### config.mk
export PLATFORM = sky130hd
export DESIGN_NAME = sdram_port_arbiter
export DESIGN_NICKNAME = d
export VERILOG_FILES = /design/src/rtl/sdram_port_arbiter.sv
export SDC_FILE = /design/constraint.sdc
export NUM_CORES = 1
export LEC_CHECK = 0
export BUFFER_PORTS_ARGS = -buffer_cell sky130_fd_sc_hd__buf_2
export CORE_MARGIN = 4
export CORE_UTILIZATION = 53
export CTS_BUF_LIST = sky130_fd_sc_hd__clkbuf_8
export CTS_CLUSTER_SIZE = 10
export DETAILED_ROUTE_END_ITERATION = 10
export GPL_ROUTABILITY_DRIVEN = 0
export HOLD_SLACK_MARGIN = 0.06
export PLACE_DENSITY = 0.92
export RECOVER_POWER = 100
export SLEW_MARGIN = 0
export SYNTH_ARGS = -nofsm -noshare
export SYNTH_HDL_FRONTEND = slang
export SYNTH_SLANG_ARGS = --single-unit
### constraint.sdc
create_clock -name clk_i -period 5.1 [get_ports clk_i]
set_input_delay 1.53 -clock clk_i [delete_from_list [all_inputs] [get_ports clk_i]]
set_output_delay 1.53 -clock clk_i [all_outputs]
set_load 0.005 [all_outputs]
### src/rtl/sdram_port_arbiter.sv
// rtl/sdram_port_arbiter.sv - two-port (video/CPU) arbiter and sequencer for the SDRAM controller
//
// Purpose:
//   Shares one SDRAM controller between a read-only video fetch port
//   (priority) and a CPU read/write port. One transaction in flight at a time:
//   IDLE -> ISSUE -> WAIT -> DONE -> IDLE. Command fields are latched at grant.
//   A saturating streak counter lets the CPU in after MAX_VID_STREAK
//   consecutive video grants while the CPU is waiting.
//
// Ports:
//   clk_i, rst_ni                  clock, asynchronous active-low reset
//   vid_req_i, vid_addr_i          video read request / word address
//   vid_ack_o, vid_rdata_o         video completion pulse / held read data
//   cpu_req_i, cpu_we_i            CPU request / write enable
//   cpu_addr_i, cpu_wdata_i,
//   cpu_wmask_i                    CPU command fields
//   cpu_ack_o, cpu_rdata_o         CPU completion pulse / held read data
//   sdram_rd_o, sdram_wr_o         one-cycle command strobes
//   sdram_addr_o, sdram_wdata_o,
//   sdram_wmask_o                  latched command fields (zero while idle)
//   sdram_rdata_i, sdram_ack_i     controller read data / completion pulse
//   sdram_rdy_i                    controller can accept a strobe
//   busy_o                         not in IDLE
//   err_o                          sticky: controller ack seen outside WAIT

module sdram_port_arbiter #(
  parameter int ADDR_W         = 24,
  parameter int MAX_VID_STREAK = 4
) (
  input  logic              clk_i,
  input  logic              rst_ni,
  input  logic              vid_req_i,
  input  logic [ADDR_W-1:0] vid_addr_i,
  output logic              vid_ack_o,
  output logic [15:0]       vid_rdata_o,
  input  logic              cpu_req_i,
  input  logic              cpu_we_i,
  input  logic [ADDR_W-1:0] cpu_addr_i,
  input  logic [15:0]       cpu_wdata_i,
  input  logic [1:0]        cpu_wmask_i,
  output logic              cpu_ack_o,
  output logic [15:0]       cpu_rdata_o,
  output logic              sdram_rd_o,
  output logic              sdram_wr_o,
  output logic [ADDR_W-1:0] sdram_addr_o,
  output logic [15:0]       sdram_wdata_o,
  output logic [1:0]        sdram_wmask_o,
  input  logic [15:0]       sdram_rdata_i,
  input  logic              sdram_ack_i,
  input  logic              sdram_rdy_i,
  output logic              busy_o,
  output logic              err_o
);

  localparam int STREAK_W = $clog2(MAX_VID_STREAK + 1);
  localparam logic [STREAK_W-1:0] STREAK_MAX = STREAK_W'(MAX_VID_STREAK);

  localparam logic [1:0] S_IDLE  = 2'd0;
  localparam logic [1:0] S_ISSUE = 2'd1;
  localparam logic [1:0] S_WAIT  = 2'd2;
  localparam logic [1:0] S_DONE  = 2'd3;

  logic [1:0]          r_state;
  logic                r_owner_cpu;
  logic                r_we;
  logic [ADDR_W-1:0]   r_addr;
  logic [15:0]         r_wdata;
  logic [1:0]          r_wmask;
  logic [15:0]         r_vid_rdata;
  logic [15:0]         r_cpu_rdata;
  logic [STREAK_W-1:0] r_streak;
  logic                r_err;

  logic w_busy;
  logic w_grant;
  logic w_cpu_wins;

  assign w_busy     = (r_state != S_IDLE);
  assign w_grant    = (r_state == S_IDLE) && (vid_req_i || cpu_req_i) && sdram_rdy_i;
  // Video has priority unless the CPU has waited through a full streak.
  assign w_cpu_wins = cpu_req_i && ((r_streak == STREAK_MAX) || !vid_req_i);

  always_ff @(posedge clk_i or negedge rst_ni) begin
    if (!rst_ni) begin
      r_state     <= S_IDLE;
      r_owner_cpu <= 1'b0;
      r_we        <= 1'b0;
      r_addr      <= '0;
      r_wdata     <= '0;
      r_wmask     <= '0;
      r_vid_rdata <= '0;
      r_cpu_rdata <= '0;
      r_streak    <= '0;
      r_err       <= 1'b0;
    end else begin
      // A controller ack is only legal while waiting; anything else is flagged and dropped.
      if (sdram_ack_i && (r_state != S_WAIT)) begin
        r_err <= 1'b1;
      end

      case (r_state)
        S_IDLE: begin
          if (w_grant) begin
            r_state <= S_ISSUE;
            if (w_cpu_wins) begin
              r_owner_cpu <= 1'b1;
              r_we        <= cpu_we_i;
              r_addr      <= cpu_addr_i;
              r_wdata     <= cpu_wdata_i;
              r_wmask     <= cpu_wmask_i;
              r_streak    <= '0;
            end else begin
              r_owner_cpu <= 1'b0;
              r_we        <= 1'b0;
              r_addr      <= vid_addr_i;
              r_wdata     <= '0;
              r_wmask     <= 2'b11;
              // Only video grants that actually make the CPU wait count toward the streak.
              if (!cpu_req_i) begin
                r_streak <= '0;
              end else if (r_streak != STREAK_MAX) begin
                r_streak <= r_streak + STREAK_W'(1);
              end
            end
          end
        end
        S_ISSUE: r_state <= S_WAIT;
        S_WAIT: begin
          if (sdram_ack_i) begin
            r_state <= S_DONE;
            if (!r_we) begin
              if (r_owner_cpu) r_cpu_rdata <= sdram_rdata_i;
              else             r_vid_rdata <= sdram_rdata_i;
            end
          end
        end
        default: r_state <= S_IDLE;
      endcase
    end
  end

  assign busy_o        = w_busy;
  assign err_o         = r_err;
  assign sdram_rd_o    = (r_state == S_ISSUE) && !r_we;
  assign sdram_wr_o    = (r_state == S_ISSUE) && r_we;
  // Command fields are only presented while a transaction is open, so idle outputs stay low.
  assign sdram_addr_o  = w_busy ? r_addr  : '0;
  assign sdram_wdata_o = w_busy ? r_wdata : '0;
  assign sdram_wmask_o = w_busy ? r_wmask : '0;
  assign vid_ack_o     = (r_state == S_DONE) && !r_owner_cpu;
  assign cpu_ack_o     = (r_state == S_DONE) && r_owner_cpu;
  assign vid_rdata_o   = r_vid_rdata;
  assign cpu_rdata_o   = r_cpu_rdata;

endmodule

Word level (Yosys, flattened, before mapping). Cells that the tools add are included.

Multiplexer cells: 14. Reductions and logical operators: 20. Equality and inequality tests: 9. Add/sub/neg operators: 1. Bitwise operators: 2.

Operators with widths (count): $mux 24 (2); $mux 16 (2); $mux 3 (3); $logic_and 1x1->1 (8); $mux 2 (4); $reduce_and 4->1 (2); $ne 2x2->1 const B (3); $pmux 2 s3 (1); $eq 2x2->1 const B (2); $reduce_and 2->1 (2); $add 3x1->3 const B (1); $eq 3x3->1 const B (1); $logic_not 1->1 (3); $ne 3x1->1 const B (1); $ne 3x3->1 const B (1); $reduce_and 3->1 (1); $eq 2x1->1 const B (1); $logic_not 2->1 (1); $logic_or 1x1->1 (2); $mux 1 (2); $not 1->1 (2); $reduce_bool 2->1 (1).

Flip-flop bits (word level): 82. Input bits: 89. Logic and storage cells: 56. Output and inout port bits: 80.

Logic depth before layout (Yosys ltp). Gate-level depths: netlist of run 1.

Depth in word-level cells: 5. Depth in mapped cells: 8. Depth with buffers taken out: 5.

Least setup slack after synthesis of run 1. No wires, ideal clock.

Kind: register to output. Start point: register r_state[0]. End point: output port sdram_addr_o[0]. Required time: 3570 ps. Arrival: 1329 ps. Stages on the path, launching flop included: 6. Setup slack: 2241 ps. Buffers on the path: 2. Path through: dfrtp_1 > inv_1 > ha_1 > clkbuf_1 > clkbuf_1 > nor2b_1.

Longest elaborated chain between the ends: 2.

RTL lines: start: declaration (line 63) `logic [1:0] r_state;`; start signal: assignment (line 85) `r_state <= S_IDLE;`; start signal: assignment (line 104) `r_state <= S_ISSUE;`; start signal: assignment (line 127) `S_ISSUE: r_state <= S_WAIT;`; $reduce_bool 2->1 (line 78) `assign w_busy = (r_state != S_IDLE);`; $mux 24 (line 147) `assign sdram_addr_o = w_busy ? r_addr : '0;`; end: declaration (line 45) `output logic [ADDR_W-1:0] sdram_addr_o,`.

No other way between the ends.

Final worst setup path of run 1.
Start point: input port sdram_ack_i. End point: register r_vid_rdata[4], in the netlist vid_rdata_o[4].

Longest elaborated chain between the ends: 1.

RTL lines: start: declaration (line 49) `input logic sdram_ack_i,`; $reduce_and 4->1 (no line); end signal: assignment (line 133) `else r_vid_rdata <= sdram_rdata_i;`; end: declaration (line 69) `logic [15:0] r_vid_rdata;`.

No other way between the ends. A chain may end at the register's enable or synchronous reset.

==> qor.yml, run 1 <==
clock-root-buffer: "clkbuf_8"
final_common_cell: "buf_2"
swShare_pct: 34.90
place_area_um2: 4708
cp-start-kind: "primary input"
start_util_pct: 55.80
synthesis.nets: 438
drive_gt1_share_pct: 35.73
fmax_mhz: 270.0
gr-total-overflow: 0
wl_per_cell_um: 16.10
skew_ns: 0.01198
peakVddDrop_mv: 0.2808
p_leak_nw: 2.273
die_h_um: 93.51
postCtsHoldBufs: 0
cp_data_arrival_time_ns: 3.94
power_w: 0.002744
layout_common_cells: "buf_2, dfrtp_1, nand2_1"
setup_viol: 0
vias_per_cell: 5.518
cts_resized: 0
p_int_w: 0.001786
grt_max_degree: 83
core_um2: 6944
rsz0062_at_grt: "false"
grt_pass1_vias: 3244
die_w_um: 93.51
cts_sinks: 82
clock_path_buffers: 2
crit_path_end_kind: "flop"
dr_total_vias: 3294
slew_viol_final: 100
first_iter_violations: 106
die-area_um2: 8743
nets: 591
post-place-cells: 581
violations: "capacitance limit, slew limit"
synth_edf_count: 0
antenna_found_initial: 0
synthesis.instances: 343
hold_ws_ns: 0.4615
synth_top_flop_cell: "dfrtp_1"
stdcell_count: 597
fillers: 547
cts.reportedPaths.clkPinSlew_ns: 0.09
final-hold-violation-count: 0
crit_type: "in2reg"
finalWirelength_um: 9612
port_buffers: 168
tightest_slew_ns: 2.275
synth_area_um2: 3875
combPwrFrac_pct: 39.7
synthArstFlopShare_pct: 100.0
gr-usage-all-layers_pct: 22.41
area_growth_pct: 24.12
synth-warning-count: 0
num_io_pins: 169
clock_latency_ns: 0.35
r2r-start: "r_state[0]$_DFFE_PN0P_"
period_minus_slack_ns: 3.703
crit_fanout: 16
cap_viol_max_count: 2
status: "complete, but fails checks"
drc: 0
maxSlewHeadroom_pct: -52.85
h-tree-depth: 3
ant_nets: 0
hp-class: "reg2reg"
dr.pass1.iters: 6
post_cts_buffers: 0
p_clk_share_pct: 19.2
synth.distinct_cells: 29
seq_area_frac_synth_pct: 52.95
r2r_setup_slack_ns: 2.00
crit_start: "sdram_ack_i"
grt_pass1_wl_um: 15390
ys_seq_elements: 82
fin_crit_sh_pct: 72.61
p_sw_w: 0.0009576
num_rows: 30
fin_tns_setup_ns: 0
cts_made_buffers: 9
n_antenna_cell: 0
cts_tree: "done"
pwr_density_cell_nw_per_um2: 570.5
hp-start: "err_o$_DFFE_PN0P_"
avgSynthCellArea_um2: 11.30
final_cell_area_um2: 4810
power_frac_seq_pct: 41.1
hpwl_um: 6916
crit_required_ns: 5.34
## power groups by stage
stage	Combinational [W]	Sequential [W]	Clock [W]
2_1_floorplan	0.000691	0.00111	0
3_3_place_gp	0.00112	0.00111	0
3_5_place_dp	0.00116	0.00114	0
4_1_cts	0.00116	0.00113	0.000537
5_1_grt	0.00121	0.00117	0.000570
6_report	0.00109	0.00113	0.000528
## synthesized netlist by cell type, types with 2 or more instances
master / instances / area, µm²
nor2b_1: 45 / 281.5
buf_1: 3 / 11.26
and2_1: 3 / 18.77
clkbuf_1: 16 / 60.06
mux2_2: 33 / 371.6
o211ai_1: 14 / 105.1
ha_1: 6 / 75.07
o22a_1: 3 / 26.28
a22o_1: 17 / 148.9
o21ai_0: 2 / 10.01
buf_6: 6 / 67.56
inv_1: 8 / 30.03
o22ai_1: 2 / 12.51
dfrtp_1: 82 / 2052
nand4_1: 26 / 162.7
o211ai_2: 11 / 137.6
nand2_1: 53 / 198.9
buf_2: 2 / 10.01
## registers in the layout, summed over array words and instances, names as in the netlist
name and cells:
vid_rdata_o 16, r_wmask 2, r_state 2, r_wdata 16, cpu_rdata_o 16, err_o 1
r_addr 24, r_streak 3, r_we 1, r_owner_cpu 1
## routing by layer
metal | wire length (µm) | global-route usage, % | vias up
li1 | - | - | 1515
met1 | 3876 | 28.73 | 1598
met2 | 4726 | 37.11 | 168
met3 | 878 | 5.390 | 13
met4 | 131 | 7.814 | 0
met5 | 0 | 0 | -
## critical path, stage by stage
cell      delay (ns)
clkbuf_1        0.15
nand2_1         0.09
nor3_1          1.70
mux2_2          0.46
## path summary, 6_finish.rpt
| path | to | cells after the start |
|---|---|---|
| hold reg to reg | err_o$_DFFE_PN0P_ | 1 |
| min in group asynchronous | r_wdata[0]$_DFFE_PN0P_ | 1 |
| setup reg to reg | vid_rdata_o[4]$_DFFE_PN0P_ | 5 |
| hold / removal | err_o$_DFFE_PN0P_ | 1 |
| setup / recovery | vid_rdata_o[4]$_DFFE_PN0P_ | 4 |
| max in group asynchronous | r_addr[6]$_DFFE_PN0P_ | 1 |
## metrics by stage
stage               util (%)  setup WS, ns
floorplan                  -         2.241
global placement       67.80         1.458
detailed placement     67.80         1.393
CTS                    71.03         1.459
global route           69.26         1.241
finish                 69.26         1.397
## kinds of logic (layout without fill, tap and decap cells)
group / after synthesis / in the layout / synth area share (%)
muxes: 33 / 33 / 9.590
and+or+nand+nor: 131 / 131 / 18.15
AOI/OAI and AO/OA: 55 / 55 / 12.56
adders and majority gates: 6 / 6 / 1.937
buffers and inverters: 36 / 194 / 4.811
DFF: 82 / 82 / 52.95
## final cells by class
type / instances / area, µm² / area share (%)
tap: 96 / 120.1 / 2.497
clock inverter: 7 / 100.1 / 2.081
sequential: 82 / 2052 / 42.66
timing repair buffer: 170 / 800.8 / 16.65
multi-input combinational: 225 / 1583 / 32.91
inverter: 8 / 30.03 / 0.6243
clock buffer: 9 / 123.9 / 2.575
No activity file was read; power rests on OpenSTA's default activity.
==> run 2: changes to the inputs <==
Settings changed: CORE_UTILIZATION 53 to 49, PLACE_DENSITY 0.92 to 0.86.
Clock period 5.1 ns to 3.75 ns, I/O delays scaled along.
==> qor.yml, run 2 (synthesized netlist as in run 1, its figures left out) <==
grt_pass1_wl_um: 16120
dr.pass1.iters: 5
n_antenna_cell: 0
setup_ws_ns: 0.6613
grt_pass1_vias: 3307
crit_fanout: 48
core_um2: 7727
crit_type: "reg2out"
grt_max_degree: 83
cp-start-kind: "flop"
gr-total-overflow: 0
drive_gt1_share_pct: 36.24
layout_common_cells: "buf_2, dfrtp_1, nand2_1"
setup_viol: 0
rsz0062_at_grt: "false"
die_h_um: 96.93
slew_viol_final: 83
postCtsHoldBufs: 0
largest_reg_flops: 24
gr-usage-all-layers_pct: 20.74
hold_ws_ns: 0.4850
cts_sinks: 82
post-place-ws_ns: 0.7005
final_common_cell: "buf_2"
first_iter_violations: 132
peakVddDrop_mv: 0.2924
nets: 595
dr_total_vias: 3301
hpwl_um: 7024
ant_nets: 0
violations: "capacitance limit, slew limit"
swShare_pct: 35.29
clock_latency_ns: 0.35
status: "complete, but fails checks"
p_sw_w: 0.001293
fin_crit_sh_pct: 82.36
port_buffers: 168
vias_per_cell: 5.438
cts_made_buffers: 9
power_frac_seq_pct: 41.8
p_leak_nw: 2.278
tightest_slew_ns: 1.998
crit_required_ns: 2.62
die-area_um2: 9394
clock_path_buffers: 2
p_int_w: 0.002370
antenna_found_initial: 0
period_minus_slack_ns: 3.089
cts.reportedPaths.clkPinSlew_ns: 0.08
crit_path_end_kind: "output port"
hp-class: "reg2reg"
skew_ns: 0.01573
fin_tns_setup_ns: 0
post_cts_buffers: 0
cp_data_arrival_time_ns: 1.96
num_rows: 32
combPwrFrac_pct: 40.0
cap_viol_max_count: 1
num_io_pins: 169
wl_per_cell_um: 16.11
die_w_um: 96.93
cts_resized: 0
area_growth_pct: 24.48
pwr_density_cell_nw_per_um2: 759.4
h-tree-depth: 3
top_register: "r_addr"
drc: 0
start_util_pct: 50.15
finalWirelength_um: 9776
cts_tree: "done"
clock-root-buffer: "clkbuf_8"
fmax_mhz: 323.8
final-hold-violation-count: 0
p_clk_share_pct: 18.1
maxSlewHeadroom_pct: -33.18
[run 2: power groups by stage]
stage | clock (W) | combinational [W] | sequential [W]
after floorplan | 0 | 0.000939 | 0.00151
after global placement | 0 | 0.00152 | 0.00152
after detailed placement | 0 | 0.00157 | 0.00154
after CTS | 0.000686 | 0.00158 | 0.00153
after global routing | 0.000723 | 0.00164 | 0.00159
final | 0.000665 | 0.00147 | 0.00153
[run 2: stage by stage]
step | instance area, µm² | std cells | total power (W) | util, %
5_1_grt | 4823 | 607 | 0.003944 | 62.42
3_3_place_gp | 4746 | 591 | 0.003039 | 61.42
2_1_floorplan | 3875 | 343 | 0.002446 | -
6_report | 4823 | 607 | 0.003663 | 62.42
3_5_place_dp | 4746 | 591 | 0.003115 | 61.42
4_1_cts | 4954 | 607 | 0.003789 | 64.10
[run 2: critical path, cell delays in order, from the launching register on]
cell and delay, ns:
dfrtp_1 0.41, inv_1 0.11, ha_2 0.79, nor2b_1 0.14
clkbuf_2 0.16
[run 2: routing by layer]
| layer | track usage [%] | up-vias | wire [µm] | share of wire (%) |
|---|---|---|---|---|
| met1 | 28.05 | 1581 | 4200 | 43 |
| met4 | 7.235 | 0 | 159 | 1.6 |
| met3 | 4.110 | 16 | 786 | 8.0 |
| met5 | 0 | - | 0 | 0 |
| li1 | - | 1524 | - | - |
| met2 | 33.39 | 180 | 4629 | 47 |
[run 2: layout make-up]
type                    instances  area (µm²)
inverters                       8       30.03
clock buffers                   9       123.9
fillers                       670        2904
well taps                     102       127.6
flip-flops and latches         82        2052
repair buffers                174       823.3
clock inverters                 7       83.83
multi-input cells             225        1583
[run 2: final timing paths]
path | slack [ns] | start | cells after the start | to
max in group asynchronous | 1.23 | rst_ni | 1 | r_addr[7]$_DFFE_PN0P_
hold reg to reg | 0.48 | err_o$_DFFE_PN0P_ | 1 | err_o$_DFFE_PN0P_
min in group asynchronous | 1.33 | rst_ni | 1 | vid_rdata_o[0]$_DFFE_PN0P_
hold / removal | 0.48 | err_o$_DFFE_PN0P_ | 1 | err_o$_DFFE_PN0P_
setup / recovery | 0.66 | r_state[0]$_DFFE_PN0P_ | 4 | sdram_addr_o[20]
setup reg to reg | 0.78 | r_state[0]$_DFFE_PN0P_ | 6 | r_addr[8]$_DFFE_PN0P_
==> run 3: changes to the inputs <==
Settings changed: ABC_AREA set to 1, CORE_UTILIZATION 49 to 45, PLACE_DENSITY 0.86 to 0.83.
Clock period 3.75 ns to 2.5 ns, I/O delays scaled along.
==> qor.yml, run 3 <==
rsz0062_at_grt: "false"
h-tree-depth: 3
synthArstFlopShare_pct: 100.0
n_antenna_cell: 0
synth_top_flop_cell: "dfrtp_1"
gr-usage-met2_pct: 31.87
setup_viol: 0
tightest_slew_ns: 1.190
synth_top_area_share_pct: 50.40
dr.pass1.iters: 4
nets: 801
fmax_mhz: 432.7
num_rows: 34
synth_edf_count: 0
hp-class: "reg2reg"
gr-total-overflow: 0
seq_area_frac_synth_pct: 50.40
post_cts_buffers: 0
drive_gt1_share_pct: 19.83
p_leak_nw: 3.049
first_iter_violations: 131
vias_per_cell: 4.670
final_common_cell: "inv_1"
grt_pass1_vias: 3661
cap_viol_max_count: 0
grt_pass1_wl_um: 16440
crit_start: "r_state[0]$_DFFE_PN0P_"
pwr_density_cell_nw_per_um2: 1055
cts_resized: 0
die_h_um: 103.1
cts.reportedPaths.clkPinSlew_ns: 0.08
num_io_pins: 169
r2r_cells: 7
final-hold-violation-count: 0
synth_area_leader_cell: "dfrtp_1"
cpPeakStageDelay_ns: 0.42
synthesis.instances: 544
start_util_pct: 46.46
met1_usage_pct: 25.35
peakVddDrop_mv: 0.4210
synth-warning-count: 0
fin_tns_setup_ns: 0
yosysMostFrequentCell: "inv_1"
core_um2: 8763
finalWirelength_um: 10140
ant_nets: 0
synthesis.nets: 639
die-area_um2: 10630
maxSlewHeadroom_pct: 20.64
path_common_cell: "inv_1"
crit_type: "reg2out"
top_register: "r_addr"
grtUsageMet3_pct: 4.127
cts_sinks: 82
fillers: 869
cts_tree: "done"
grt_max_degree: 45
final_core_utilization_pct: 58.18
clock-root-buffer: "clkbuf_8"
clock_latency_ns: 0.34
postCtsHoldBufs: 0
gr-usage-all-layers_pct: 19.26
cp-endpoint: "busy_o"
crit_required_ns: 1.75
avgSynthCellArea_um2: 7.484
fin_crit_sh_pct: 92.45
dr_total_vias: 3825
largest_reg_flops: 24
synth.distinct_cells: 18
drc: 0
slew_viol_final: 0
area_growth_pct: 25.23
period_minus_slack_ns: 2.311
grt_busiest_layer: "met2"
cts_made_buffers: 9
antenna_found_initial: 0
yosys-top-cells-count: "inv_1, nand2_1, dfrtp_1"
synth_area_leaders: "dfrtp_1, inv_1, nand2_1"
cp-start-kind: "flop"
wl_per_cell_um: 12.37
skew_ns: 0.01324
r2r-end: "cpu_rdata_o[4]$_DFFE_PN0P_"
clock_path_buffers: 2
hpwl_um: 7614
ys_seq_elements: 82
layout_common_cells: "inv_1, nand2_1, buf_2"
crit_fanout: 23
crit_path_end_kind: "output port"
port_buffers: 168
cp_data_arrival_time_ns: 1.56
status: "completed"
synth_area_um2: 4071
r2r-start: "r_state[0]$_DFFE_PN0P_"
cp_slowest_cell: "dfrtp_1"
die_w_um: 103.1
crit_chain: "inv_1, ha_1, buf_4, inv_1, buf_2"
r2r_setup_slack_ns: 0.35
## run 3: cell types whose count changed after synthesis, moves of 14 or more
cell	delta
a22o_1	-17
inv_1	+130
mux2_2	-33
nand2_1	+71
nand3_1	+53
nand4_1	-25
nor2_1	+53
nor2b_1	-45
o211ai_1	-14
o21ai_0	+31
o22ai_1	+15
## run 3: area by class of cell
type	instances	area [µm²]	share of cell area, %
sequential	82	2052	40.25
multi-input combinational	297	1345	26.38
clock buffer	9	123.9	2.429
tap	108	135.1	2.650
inverter	138	518.0	10.16
clock inverter	7	76.32	1.497
timing repair buffer	178	848.3	16.64
## run 3: logic make-up (layout without fill, tap and decap cells)
kind of cell	after synthesis	count (layout)	synth area share, %
AND/OR/NAND/NOR	238	238	24.16
flip-flops	82	82	50.40
AO/OA/AOI/OAI	53	53	7.099
adder cells (fa/ha/maj)	6	6	1.844
buffers and inverters	165	332	16.50
## run 3: stage by stage
stage / power [W] / cells / setup slack (ns) / hold WS, ns / cell area, µm²
6_report: 0.005381 / 819 / 0.1888 / 0.4831 / 5099
5_1_grt: 0.005895 / 819 / 0.07926 / 0.5106 / 5099
4_1_cts: 0.005538 / 819 / 0.1645 / 0.3649 / 5186
3_5_place_dp: 0.004553 / 803 / 0.4432 / 0.4659 / 4986
3_3_place_gp: 0.004452 / 803 / 0.5725 / 0.4622 / 4986
2_1_floorplan: 0.003560 / 544 / 0.6539 / 0.4491 / 4071
## run 3: where the power goes
| part | total (W) | internal (W) | switching (W) | leakage [nW] |
|---|---|---|---|---|
| clock | 0.000974 | 0.000471 | 0.000503 | 0.0966 |
| sequential | 0.00225 | 0.00193 | 0.000320 | 1.04 |
| combinational | 0.00216 | 0.000862 | 0.00129 | 1.91 |
| total | 0.00538 | 0.00327 | 0.00212 | 3.05 |
## run 3: worst min path at each step
stage                                    start                    endpoint  slack, ns  cells after the start
finish                  r_addr[10]$_DFFE_PN0P_      r_addr[10]$_DFFE_PN0P_       0.48                      2
floorplan                               rst_ni  cpu_rdata_o[0]$_DFFE_PN0P_       0.45                      0
detailed placement      r_addr[10]$_DFFE_PN0P_      r_addr[10]$_DFFE_PN0P_       0.47                      2
global route            r_addr[14]$_DFFE_PN0P_      r_addr[14]$_DFFE_PN0P_       0.51                      2
global placement    cpu_rdata_o[2]$_DFFE_PN0P_  cpu_rdata_o[2]$_DFFE_PN0P_       0.46                      2
CTS                                     rst_ni      r_wdata[1]$_DFFE_PN0P_       0.36                      1
## run 3: worst max-delay path, delay by kind of cell, from the launching register on
kind | cells | cell delay (ns)
adders and majority gates | 1 | 0.17
buffers and inverters | 4 | 0.64
DFF | 1 | 0.42
## run 3: routing by layer
| layer | share of wire, % | up-vias |
|---|---|---|
| met3 | 9.4 | 14 |
| li1 | - | 1931 |
| met5 | 0 | - |
| met2 | 45 | 168 |
| met1 | 44 | 1712 |
| met4 | 1.4 | 0 |
